$ cat src/rtl/lsu_ctrl_pkg.sv
// Shared types and decode helpers for the MEM-stage load/store controller.
package LsuPkg;
  localparam int DATA_W = 32;
  localparam int OFF_W  = 2;

  localparam logic [2:0] F3_B  = 3'b000;
  localparam logic [2:0] F3_H  = 3'b001;
  localparam logic [2:0] F3_W  = 3'b010;
  localparam logic [2:0] F3_BU = 3'b100;
  localparam logic [2:0] F3_HU = 3'b101;

  typedef enum logic [1:0] {IDLE, LOAD_WAIT, RMW_WRITE} lsu_state_t;

  // Stores only have signed-size encodings; BU/HU on a store is a no-op.
  function automatic logic f3_supported(input logic [2:0] f3, input logic we);
    if (we) return (f3 == F3_B) || (f3 == F3_H) || (f3 == F3_W);
    return (f3 == F3_B) || (f3 == F3_H) || (f3 == F3_W) || (f3 == F3_BU) || (f3 == F3_HU);
  endfunction

  function automatic logic is_misaligned(input logic [2:0] f3, input logic [OFF_W-1:0] off);
    case (f3[1:0])
      2'b01:   return off[0];
      2'b10:   return off != 2'b00;
      default: return 1'b0;
    endcase
  endfunction

  // Low offset bits that survive forced alignment for each access size.
  function automatic logic [OFF_W-1:0] align_mask(input logic [2:0] f3);
    case (f3[1:0])
      2'b01:   return 2'b10;
      2'b10:   return 2'b00;
      default: return 2'b11;
    endcase
  endfunction
endpackage

$ cat src/rtl/lsu_ctrl_byte_lane.sv
// Combinational byte-lane logic: load extract/extend and sub-word store merge.
module lsu_byte_lane
  import LsuPkg::*;
(
  input  logic [DATA_W-1:0] word,
  input  logic [OFF_W-1:0]  offset,
  input  logic [2:0]        funct3,
  input  logic [DATA_W-1:0] new_data,
  output logic [DATA_W-1:0] load_data,
  output logic [DATA_W-1:0] merged
);
  logic [DATA_W-1:0] shifted;

  always_comb begin
    shifted = word >> {offset, 3'b000};
    case (funct3)
      F3_B:    load_data = {{24{shifted[7]}}, shifted[7:0]};
      F3_BU:   load_data = {24'h0, shifted[7:0]};
      F3_H:    load_data = {{16{shifted[15]}}, shifted[15:0]};
      F3_HU:   load_data = {16'h0, shifted[15:0]};
      default: load_data = word;
    endcase
  end

  always_comb begin
    merged = word;
    case (funct3)
      F3_B:    merged[{offset, 3'b000} +: 8]         = new_data[7:0];
      F3_H:    merged[{offset[1], 4'b0000} +: 16]    = new_data[15:0];
      default: merged = new_data;
    endcase
  end
endmodule

$ cat src/rtl/lsu_ctrl.sv
// RV32I load/store controller driving a word-wide, 1-cycle-latency data memory.
// Define LSU_MISALIGN_CHECK_EN to trap misaligned accesses instead of force-aligning them.
module lsu_ctrl
  import LsuPkg::*;
#(
  parameter int ADDR_WIDTH = 9,
  parameter int DATA_WIDTH = 32
) (
  input  logic                  i_clk,
  input  logic                  i_rst,
  input  logic                  i_req_valid,
  input  logic                  i_req_we,
  input  logic [2:0]            i_funct3,
  input  logic [31:0]           i_addr,
  input  logic [31:0]           i_wdata,
  output logic                  o_dmem_we,
  output logic [ADDR_WIDTH-1:0] o_dmem_addr,
  output logic [31:0]           o_dmem_wdata,
  input  logic [31:0]           i_dmem_rdata,
  output logic [31:0]           o_load_data,
  output logic                  o_load_valid,
  output logic                  o_stall,
  output logic                  o_misaligned
);
  if (DATA_WIDTH != 32) begin : g_width_check
    $error("lsu_ctrl supports DATA_WIDTH = 32 only");
  end

  lsu_state_t            state;
  logic [OFF_W-1:0]      lat_off;
  logic [2:0]            lat_f3;
  logic [ADDR_WIDTH-1:0] lat_addr;
  logic [31:0]           lat_wdata;

  logic                  supported, mis, go, go_load, go_rmw;
  logic [OFF_W-1:0]      off_eff;
  logic [ADDR_WIDTH-1:0] word_addr;
  logic [31:0]           lane_load, lane_merged;
  logic                  unused_addr;

  assign unused_addr = ^i_addr[31:ADDR_WIDTH+2];
  assign word_addr   = i_addr[ADDR_WIDTH+1:2];
  assign supported   = f3_supported(i_funct3, i_req_we);

`ifdef LSU_MISALIGN_CHECK_EN
  assign mis     = is_misaligned(i_funct3, i_addr[1:0]);
  assign off_eff = i_addr[1:0];
`else
  assign mis     = 1'b0;
  assign off_eff = i_addr[1:0] & align_mask(i_funct3);
`endif

  assign go      = (state == IDLE) && i_req_valid && supported && !mis;
  assign go_load = go && !i_req_we;
  assign go_rmw  = go && i_req_we && (i_funct3 != F3_W);

  lsu_byte_lane u_lane (
    .word      (i_dmem_rdata),
    .offset    (lat_off),
    .funct3    (lat_f3),
    .new_data  (lat_wdata),
    .load_data (lane_load),
    .merged    (lane_merged)
  );

  always_ff @(posedge i_clk) begin
    if (i_rst) begin
      state     <= IDLE;
      lat_off   <= '0;
      lat_f3    <= '0;
      lat_addr  <= '0;
      lat_wdata <= '0;
    end else begin
      case (state)
        IDLE: begin
          if (go) begin
            lat_off   <= off_eff;
            lat_f3    <= i_funct3;
            lat_addr  <= word_addr;
            lat_wdata <= i_wdata;
          end
          if (go_load)     state <= LOAD_WAIT;
          else if (go_rmw) state <= RMW_WRITE;
        end
        default: state <= IDLE;
      endcase
    end
  end

  // Outputs are decoded from the live request so the read address reaches memory in T.
  always_comb begin
    o_dmem_we    = 1'b0;
    o_dmem_addr  = '0;
    o_dmem_wdata = '0;
    o_load_data  = '0;
    o_load_valid = 1'b0;
    o_stall      = 1'b0;
    o_misaligned = 1'b0;
    if (!i_rst) begin
      case (state)
        IDLE: begin
          if (i_req_valid && supported) begin
            if (mis) begin
              o_misaligned = 1'b1;
            end else begin
              o_dmem_addr = word_addr;
              if (i_req_we && i_funct3 == F3_W) begin
                o_dmem_we    = 1'b1;
                o_dmem_wdata = i_wdata;
              end else begin
                o_stall = 1'b1;
              end
            end
          end
        end
        LOAD_WAIT: begin
          o_dmem_addr  = lat_addr;
          o_load_valid = 1'b1;
          o_load_data  = lane_load;
        end
        RMW_WRITE: begin
          o_dmem_addr  = lat_addr;
          o_dmem_we    = 1'b1;
          o_dmem_wdata = lane_merged;
        end
        default: ;
      endcase
    end
  end
endmodule

$ cat config.mk
export PLATFORM = sky130hd
export DESIGN_NAME = lsu_ctrl
export DESIGN_NICKNAME = d
export VERILOG_FILES = /design/src/rtl/lsu_ctrl_pkg.sv /design/src/rtl/lsu_ctrl_byte_lane.sv /design/src/rtl/lsu_ctrl.sv
export SDC_FILE = /design/constraint.sdc
export NUM_CORES = 1
export LEC_CHECK = 0
export ABC_AREA = 1
export BUFFER_PORTS_ARGS = -buffer_cell sky130_fd_sc_hd__buf_4
export CAP_MARGIN = 20
export CORE_MARGIN = 1.5
export CORE_UTILIZATION = 50
export DETAILED_ROUTE_END_ITERATION = 7
export PLACE_DENSITY = 0.78
export REMOVE_ABC_BUFFERS = 1
export SYNTH_ARGS = -nofsm -noshare
export SYNTH_HDL_FRONTEND = slang
export SYNTH_HIERARCHICAL = 1
export SYNTH_SLANG_ARGS = --single-unit
export TNS_END_PERCENT = 100
$ cat constraint.sdc
create_clock -name i_clk -period 4.4 [get_ports i_clk]
set_input_delay 0 -clock i_clk [delete_from_list [all_inputs] [get_ports i_clk]]
set_output_delay 0 -clock i_clk [all_outputs]
set_load 0.005 [all_outputs]
# After elaboration in Yosys (flattened, before gate mapping)
# Index checks and enable logic that the tools add are counted.
[classes] n_addsub=2 n_eq_ne=12 shifts=5 mux=29 bitwise_logic=2 reduce_logical=20
[op_table] cell="32-bit 2-to-1 mux" n=5
[op_table] cell="32-bit one-hot mux with 2 select lines" n=2
[op_table] cell="32-bit one-hot mux with 4 select lines" n=1
[op_table] cell="32-bit bitwise mux" n=2
[op_table] cell="16-bit by 7-bit variable shift with 32-bit output, first input constant" n=1
[op_table] cell="8-bit by 7-bit variable shift with 32-bit output, first input constant" n=1
[op_table] cell="16-bit by 7-bit variable part select with 32-bit output" n=1
[op_table] cell="8-bit by 7-bit variable part select with 32-bit output" n=1
[op_table] cell="32-bit by 5-bit >> shifter with 16-bit output" n=1
[op_table] cell="9-bit 2-to-1 mux" n=2
[op_table] cell="9-bit one-hot mux with 2 select lines" n=1
[op_table] cell="1-bit 2-to-1 mux" n=14
[op_table] cell="5-bit negation with 7-bit output" n=2
[op_table] cell="3-bit equality test, second input constant" n=4
[op_table] cell="1-bit logical AND" n=7
[op_table] cell="3-bit by 1-bit equality test with 1-bit output, second input constant" n=2
[op_table] cell="3-bit logical NOT" n=2
[op_table] cell="2-bit by 1-bit equality test with 1-bit output, second input constant" n=2
[op_table] cell="2-bit equality test, second input constant" n=2
[op_table] cell="1-bit logical OR" n=4
[op_table] cell="2-bit one-hot mux with 2 select lines" n=1
[op_table] cell="2-bit OR reduction" n=2
[op_table] cell="3-bit by 2-bit equality test with 1-bit output, second input constant" n=1
[op_table] cell="3-bit by 2-bit inequality test with 1-bit output, second input constant" n=1
[op_table] cell="other kinds (8)" n=8
[totals] regBits=48 input_bits=103 output_inout_bits=77 elab_cells=76

# Depth between registers and ports, before layout
# Gate-level depths: netlist of run 1.
[logic_depth] word_depth=11 mapped_depth=13 ltp_nobuf=9

# Hierarchy
# Netlist of run 1, hierarchy kept.
[modules_own_cells] module="lsu_ctrl" instances=1 cells_each=448 area_per_inst_um2=2777.7 seq_area_each_um2=960.9
[modules_own_cells] module="lsu_byte_lane" instances=1 cells_each=471 area_per_inst_um2=2332.2 seq_area_each_um2=0.0

# Least setup slack after synthesis of run 1
# Ideal clock, no wire load.
[synth_path] kind="register -> output" startpoint="register lat_off[0]" endpoint="output o_dmem_wdata[3]" t_arrival_ps=2039 required_time_ps=4400 slack_ps=2361 path_stages_with_launch=14 n_path_buf=4 path_cell_list="dfxtp_1 > buf_4 > inv_4 > buf_2 > ha_1 > buf_2 > inv_1 > buf_2 > nand3_1 > nand2_1 > o211ai_1 > nand3_1 > nand2_1 > a21oi_1"
[synth_between] elab_chain_cells=6
[synth_rtl] element="from (decl)" line="lsu_ctrl.sv:30" source="logic [OFF_W-1:0] lat_off;"
[synth_rtl] element="from (signal assigned)" line="lsu_ctrl.sv:69" source="lat_off <= '0;"
[synth_rtl] element="from (signal assigned)" line="lsu_ctrl.sv:77" source="lat_off <= off_eff;"
[synth_rtl] element="5-bit negation with 7-bit output *" line="lsu_ctrl_byte_lane.sv:28" source="F3_B: merged[{offset, 3'b000} +: 8] = new_data[7:0];"
[synth_rtl] element="8-bit by 7-bit variable part select with 32-bit output / 8-bit by 7-bit variable shift with 32-bit output (equally long branches)" line="lsu_ctrl_byte_lane.sv:28"
[synth_rtl] element="32-bit bitwise mux *" line="lsu_ctrl_byte_lane.sv:28"
[synth_rtl] element="32-bit one-hot mux with 2 select lines *" line="lsu_ctrl_byte_lane.sv:27" source="case (funct3)"
[synth_rtl] element="net lane_merged[3]" line="lsu_ctrl.sv:38" source="logic [31:0] lane_load, lane_merged;"
[synth_rtl] element="32-bit one-hot mux with 2 select lines *" line="lsu_ctrl.sv:100" source="case (state)"
[synth_rtl] element="32-bit 2-to-1 mux *" line="lsu_ctrl.sv:99" source="if (!i_rst) begin"
[synth_rtl] element="to (decl)" line="lsu_ctrl.sv:18" source="output logic [31:0] o_dmem_wdata,"
# The timed path passes the listed nets; every way through them passes the cells marked *.

# Final worst setup path of run 1
[layout_path] startpoint="register lat_off[0]" endpoint="output o_dmem_wdata[1]"
# Same word-level chain as after synthesis.

==> flow_metrics.env, run 1 <==
export IMPL_status="finished clean"
export IMPL_core_area_mm2=0.00986
export IMPL_powerDensity_mw_per_mm2=224
export IMPL_drt_iter0_markers=789
export IMPL_p_sw_uw=606
export IMPL_power_frac_clock_pct=23.5
export IMPL_synth_area_leader_cell="nand2_1"
export IMPL_crit_type="reg2out"
export IMPL_synth_edf_count=0
export IMPL_route_detailed_drc=0
export IMPL_port_buffers=157
export IMPL_crit_family="buffers and inverters"
export IMPL_cts_setup_buffers=0
export IMPL_fin_tns_setup_ns=0
export IMPL_ir_worst_vdd_mv=0.205
export IMPL_worstMarginPinSlew_ns=0.812
export IMPL_rows=36
export IMPL_syn_inst=919
export IMPL_clock_fmax_ghz=0.336
export IMPL_die_h_um=104
export IMPL_initial_core_util_pct=51.8
export IMPL_yosysWarnings=6
export IMPL_via_per_inst=5.61
export IMPL_area_growth_pct=30.2
export IMPL_synth_area_mm2=0.00511
export IMPL_cts_tree="yes"
export IMPL_fillers=961
export IMPL_worst_path_max_delay_cell="ha_1"
export IMPL_die_x_um=104
export IMPL_crit_arrival_ns=2.98
export IMPL_cts_buffers_inserted=5
export IMPL_io_pins=180
export IMPL_worstSetupStartpointType="flop"
export IMPL_crit_chain="buf_4 -> inv_4 -> ha_1 -> inv_1 -> nand3_1 -> nand2_1 -> o211ai_1 -> nand3_1 -> nand2_1 -> a21oi_1 -> buf_4"
export IMPL_hold_class="in2reg"
export IMPL_cts_path_max_buffers=2
export IMPL_power_frac_comb_pct=43.2
export IMPL_postRouteAntennaNets=0
export IMPL_vias=6721
export IMPL_drive_above_1_share_pct=19.4
export IMPL_maxCapViolations=0
export IMPL_grt_first_pass_wirelength_um=29400
export IMPL_place_hpwl_um=11900
export IMPL_grt_usage_pct=32.4
export IMPL_crit_path_max_fanout=31
export IMPL_grt_pass1_vias=5992
export IMPL_final_common_cell="nand2_1"
export IMPL_overflow=0
export IMPL_post_drt_wl_per_cell_um=15.1
export IMPL_gp_congestion=0.934
export IMPL_power_internal_uw=886
export IMPL_root_buffer="clkbuf_8"
export IMPL_grt_max_degree=79
export IMPL_finish_utilization_pct=67.4
export IMPL_hold_viol_final=0
export IMPL_clock_latency_ns=0.32
export IMPL_leakage_uw=0.00307
export IMPL_path_buf_inv=4
export IMPL_async_reset_ff_share_pct=0
export IMPL_clk_pin_slew_ns=0.10
export IMPL_num_nets_final=1179
export IMPL_synth_seq_cells=48
export IMPL_die_area_mm2=0.0108
export IMPL_synth_flop_cell="dfxtp_1"
export IMPL_wirelength_um=18100
export IMPL_rsz0062_at_grt="no"
export IMPL_fin_skew_ns=0.00958
export IMPL_period_minus_slack_ns=2.98
export IMPL_avgSynthCellArea_um2=5.56
export IMPL_max_slew_margin_pct=45.9
export IMPL_layout_common_cells="290 x nand2_1, 164 x buf_4, 129 x nor2_1, 110 x nand3_1, 69 x a21oi_1"
export IMPL_first_pass_iters=6
export IMPL_cts_sinks=48
export IMPL_diodes=0
export IMPL_end_kind="output pin"
export IMPL_synth_cell_type_count=29
export IMPL_pre_cts_ws_ns=1.67
export IMPL_sequentialPowerShare_pct=33.4
export IMPL_sw_frac_of_total_pct=40.6
export IMPL_timing_final_crit_share_pct=67.7
export IMPL_setup_viol=0
export IMPL_synth_area_top_cells="nand2_1 21%, dfxtp_1 19%, nand3_1 11%"
export IMPL_yosysSeqAreaShare_pct=18.8
export IMPL_cts_resized_gates=0
export IMPL_setup_slack_ns=1.42
export IMPL_crit_required_ns=4.40
export IMPL_max_stage_delay_ns=0.50
export IMPL_antenna_found_initial=0
export IMPL_synth_top_cell_area_share_pct=21.3
export IMPL_htree_levels=2
export IMPL_final_max_slew_violation_count=0
cells by family after synthesis:
kind of cell	after synthesis	share of synthesized area, %
and+or+nand+nor	560	46.8
other	1	0.0734
buffers and inverters	112	11.8
adders and majority gates	13	3.18
DFF	48	18.8
AOI/OAI and AO/OA	185	19.3
metal layers:
metal	global-route usage, %	vias to the layer above	wire (µm)
met2	53.5	398	8270
met5	0	-	0
li1	-	3271	-
met4	9.92	0	444
met1	43.2	3008	7570
met3	5.39	44	1810
Yosys cell counts, types with 2 or more instances:
cell and n:
dfxtp_1 48, nor2_1 129, inv_1 32, o21a_1 8
buf_2 26, o211ai_1 16, nor3_1 6, inv_2 3
buf_4 8, nand2_2 4, ha_1 13, nand3_1 110
o21ai_1 36, buf_1 2, nand2_4 2, nand3_4 2
nor2_4 3, o21ai_0 56, a21oi_1 69, or2_2 9
clkbuf_1 22, nand2_1 290, inv_4 5, nor3_2 3
buf_6 13
final timing paths:
kind,to,slack (ns),cells past startpoint,from
worst max-delay path,o_dmem_wdata[1],1.42,11,lat_off[0]$_SDFFE_PP0P_
worst min-delay path,lat_off[1]$_SDFFE_PP0P_,0.04,5,i_addr[1]
worst max register to register,lat_wdata[12]$_SDFFE_PP0P_,1.95,9,state[0]$_SDFFE_PP0P_
worst min register to register,lat_addr[0]$_SDFFE_PP0P_,0.47,2,lat_addr[0]$_SDFFE_PP0P_
repair_timing:
item                       in CTS  in global routing
hold buffers                   44                  0
setup endpoints to repair       0                  0
hold endpoints to repair       44                  0
through the flow:
stage | cell area [µm²] | hold slack, ns | instances | power, µW
2_1_floorplan | 4670 | 0.0276 | 847 | 868
3_3_place_gp | 6070 | 0.245 | 1144 | 1090
3_5_place_dp | 6070 | 0.249 | 1144 | 1100
4_1_cts | 6630 | 0.0394 | 1196 | 1470
5_1_grt | 6650 | 0.0806 | 1197 | 1580
6_report | 6650 | 0.0430 | 1197 | 1490
worst min-delay path: cells and delay by family:
family | cells | cell delay [ns]
AND/OR/NAND/NOR | 2 | 0.14
buffers and inverters | 2 | 0.11
AO/OA/AOI/OAI | 1 | 0.07
state kept, by name, summed over array words and instances, names as in the netlist:
| signal | flops |
|---|---|
| lat_off | 2 |
| lat_addr | 9 |
| lat_f3 | 3 |
| lat_wdata | 32 |
| state | 2 |
power groups by stage:
stage          registers, µW  clock network (µW)  logic [µW]
2_1_floorplan            510                   0         358
3_3_place_gp             511                   0         579
3_5_place_dp             512                   0         584
4_1_cts                  502                 355         617
5_1_grt                  502                 371         710
6_report                 498                 350         644
area by class of cell:
| class | count | area (µm²) | area share, % |
|---|---|---|---|
| Multi-Input combinational cell | 759 | 3540 | 53.3 |
| Timing Repair Buffer | 209 | 1700 | 25.5 |
| Sequential cell | 48 | 961 | 14.4 |
| Tap cell | 133 | 166 | 2.50 |
| Inverter | 40 | 163 | 2.44 |
| Clock buffer | 5 | 68.8 | 1.03 |
| Clock inverter | 3 | 50.0 | 0.752 |
No activity file was read; power rests on OpenSTA's default activity.
==> run 2: changes to the inputs <==
Settings changed: CORE_UTILIZATION 50 to 47, PLACE_DENSITY 0.78 to 0.77.
Clock period 4.4 ns to 2.7 ns, I/O delays scaled along.
==> flow_metrics.env, run 2 (same netlist as run 1, synthesis figures left out) <==
export IMPL_status="finished clean"
export IMPL_place_hpwl_um=12600
export IMPL_fin_tns_setup_ns=0
export IMPL_whs_endpoint="lat_off[1]$_SDFFE_PP0P_"
export IMPL_vias=6689
export IMPL_hold_class="in2reg"
export IMPL_final_common_cell="nand2_1"
export IMPL_top_register="lat_wdata"
export IMPL_crit_family="buffers and inverters"
export IMPL_die_area_mm2=0.0115
export IMPL_io_pins=180
export IMPL_ir_worst_vdd_mv=0.232
export IMPL_fin_area_mm2=0.00670
export IMPL_drt_iter0_markers=593
export IMPL_overflow=0
export IMPL_grt_usage_pct=32.0
export IMPL_power_frac_clock_pct=20.6
export IMPL_die_x_um=107
export IMPL_powerDensity_mw_per_mm2=355
export IMPL_postRouteAntennaNets=0
export IMPL_grt_first_pass_wirelength_um=30000
export IMPL_drive_above_1_share_pct=20.2
export IMPL_p_sw_uw=991
export IMPL_grt_pass1_vias=6129
export IMPL_min_from="i_addr[1]"
export IMPL_leakage_uw=0.00309
export IMPL_cts_tree="yes"
export IMPL_diodes=0
export IMPL_clock_fmax_ghz=0.413
export IMPL_post_drt_wl_per_cell_um=15.3
export IMPL_largest_reg_flops=32
export IMPL_crit_path_max_fanout=18
export IMPL_hold_viol_final=0
export IMPL_route_detailed_drc=0
export IMPL_first_pass_iters=5
export IMPL_grt_max_degree=42
export IMPL_fillers=1050
export IMPL_crit_required_ns=2.70
export IMPL_num_nets_final=1188
export IMPL_power_frac_comb_pct=45.3
export IMPL_initial_core_util_pct=49.1
export IMPL_timing_final_crit_share_pct=89.6
export IMPL_die_h_um=107
export IMPL_end_kind="output pin"
export IMPL_worstMarginPinSlew_ns=0.670
export IMPL_worstSetupStartpointType="flop"
export IMPL_area_growth_pct=31.1
export IMPL_fin_skew_ns=0.0101
export IMPL_r2r_cells=8
export IMPL_clock_latency_ns=0.32
export IMPL_clk_pin_slew_ns=0.09
export IMPL_sw_frac_of_total_pct=41.7
export IMPL_cts_sinks=48
export IMPL_via_per_inst=5.53
export IMPL_maxCapViolations=0
export IMPL_worst_path_max_delay_cell="ha_2"
export IMPL_reg2reg_slack_ns=0.75
export IMPL_port_buffers=157
export IMPL_final_max_slew_violation_count=0
export IMPL_power_internal_uw=1390
export IMPL_crit_arrival_ns=2.42
export IMPL_path_buf_inv=4
export IMPL_placed_cell_area_mm2=0.00613
export IMPL_core_area_mm2=0.0104
export IMPL_max_slew_margin_pct=55.1
export IMPL_reg2reg_from="state[0]$_SDFFE_PP0P_"
export IMPL_layout_common_cells="290 x nand2_1, 173 x buf_4, 129 x nor2_1, 110 x nand3_1, 69 x a21oi_1"
export IMPL_crit_chain="inv_4 -> ha_2 -> clkinvlp_4 -> buf_4 -> o21ai_0 -> nand3_1 -> nand2_1 -> nand2_1 -> a21oi_1 -> buf_4"
export IMPL_cts_path_max_buffers=2
export IMPL_sequentialPowerShare_pct=34.0
export IMPL_period_minus_slack_ns=2.42
export IMPL_root_buffer="clkbuf_8"
export IMPL_max_stage_delay_ns=0.50
export IMPL_whs_path_depth=5
export IMPL_gp_congestion=0.948
export IMPL_wirelength_um=18500
export IMPL_reg2reg_to="lat_wdata[1]$_SDFFE_PP0P_"
export IMPL_htree_levels=2
export IMPL_setup_viol=0
export IMPL_rsz0062_at_grt="no"
export IMPL_cts_buffers_inserted=5
export IMPL_top_regs="lat_wdata x32, lat_addr x9, lat_f3 x3"
export IMPL_crit_type="reg2out"
export IMPL_antenna_found_initial=0
export IMPL_rows=37
==> run 2: changes by cell type in the layout (fill, tap and decap cells not counted), sizes merged <==
| cell | before | now |
|---|---|---|
| clkbuf | 5 | 6 |
| inv | 42 | 39 |
| buf | 165 | 174 |
| clkinvlp | 0 | 3 |
| bufinv | 1 | 0 |
==> run 2: worst register-to-register path: cells and delay by family (launching register included) <==
kind / cells / cell delay, ns
buffers and inverters: 2 / 0.50
adders and majority gates: 1 / 0.24
and+or+nand+nor: 4 / 0.63
AOI/OAI and AO/OA: 1 / 0.15
DFF: 1 / 0.37
==> run 2: what timing repair did <==
action / in CTS / in global routing
gates resized for setup: 0 / 2
hold buffers: 44 / 0
endpoints found under the setup margin: 0 / 3
hold endpoints to repair: 44 / 0
setup buffers: 0 / 2
==> run 2: worst max-delay path by stage <==
stage                                        from  cells past startpoint               end
after CTS                 lat_off[1]$_SDFFE_PP0P_                     10   o_dmem_wdata[6]
after detailed placement  lat_off[1]$_SDFFE_PP0P_                     10   o_dmem_wdata[6]
after global placement    lat_off[1]$_SDFFE_PP0P_                     10   o_dmem_wdata[6]
after global routing      lat_off[1]$_SDFFE_PP0P_                     10  o_dmem_wdata[30]
after floorplan           lat_off[1]$_SDFFE_PP0P_                      9   o_dmem_wdata[1]
final                     lat_off[1]$_SDFFE_PP0P_                     10   o_dmem_wdata[9]
==> run 2: power by group through the flow <==
stage                     Combinational [µW]  Sequential (µW)  Clock (µW)
final                                   1080              809         491
after global routing                    1190              817         525
after CTS                               1040              808         493
after detailed placement                 984              825           0
after global placement                   976              823           0
after floorplan                          583              831           0
==> run 2: per-layer routing <==
metal,wire (µm),up-vias,share of wire (%),global-route usage [%]
li1,-,3289,-,-
met1,7960,3053,43,41.7
met3,1560,38,8.4,6.48
met2,8540,309,46,53.1
met4,401,0,2.2,9.43
met5,0,-,0,0
==> run 2: layout make-up <==
cell class / count / area [µm²] / share of cell area (%)
Multi-Input combinational cell: 759 / 3550 / 52.9
Timing Repair Buffer: 218 / 1760 / 26.3
Sequential cell: 48 / 961 / 14.3
Tap cell: 136 / 170 / 2.54
Inverter: 40 / 166 / 2.48
Clock buffer: 6 / 82.6 / 1.23
Clock inverter: 2 / 15.0 / 0.224
==> run 2: per-stage QoR <==
| step | worst slack (ns) | utilization, % | total power, µW | hold slack, ns | cells |
|---|---|---|---|---|---|
| floorplan | 0.286 | - | 1410 | 0.0276 | 847 |
| global placement | 0.620 | 58.8 | 1800 | 0.245 | 1155 |
| detailed placement | 0.578 | 58.8 | 1810 | 0.251 | 1155 |
| CTS | 0.219 | 64.0 | 2340 | 0.0542 | 1207 |
| global route | 0.0903 | 64.3 | 2530 | 0.116 | 1209 |
| finish | 0.281 | 64.3 | 2380 | 0.0597 | 1209 |
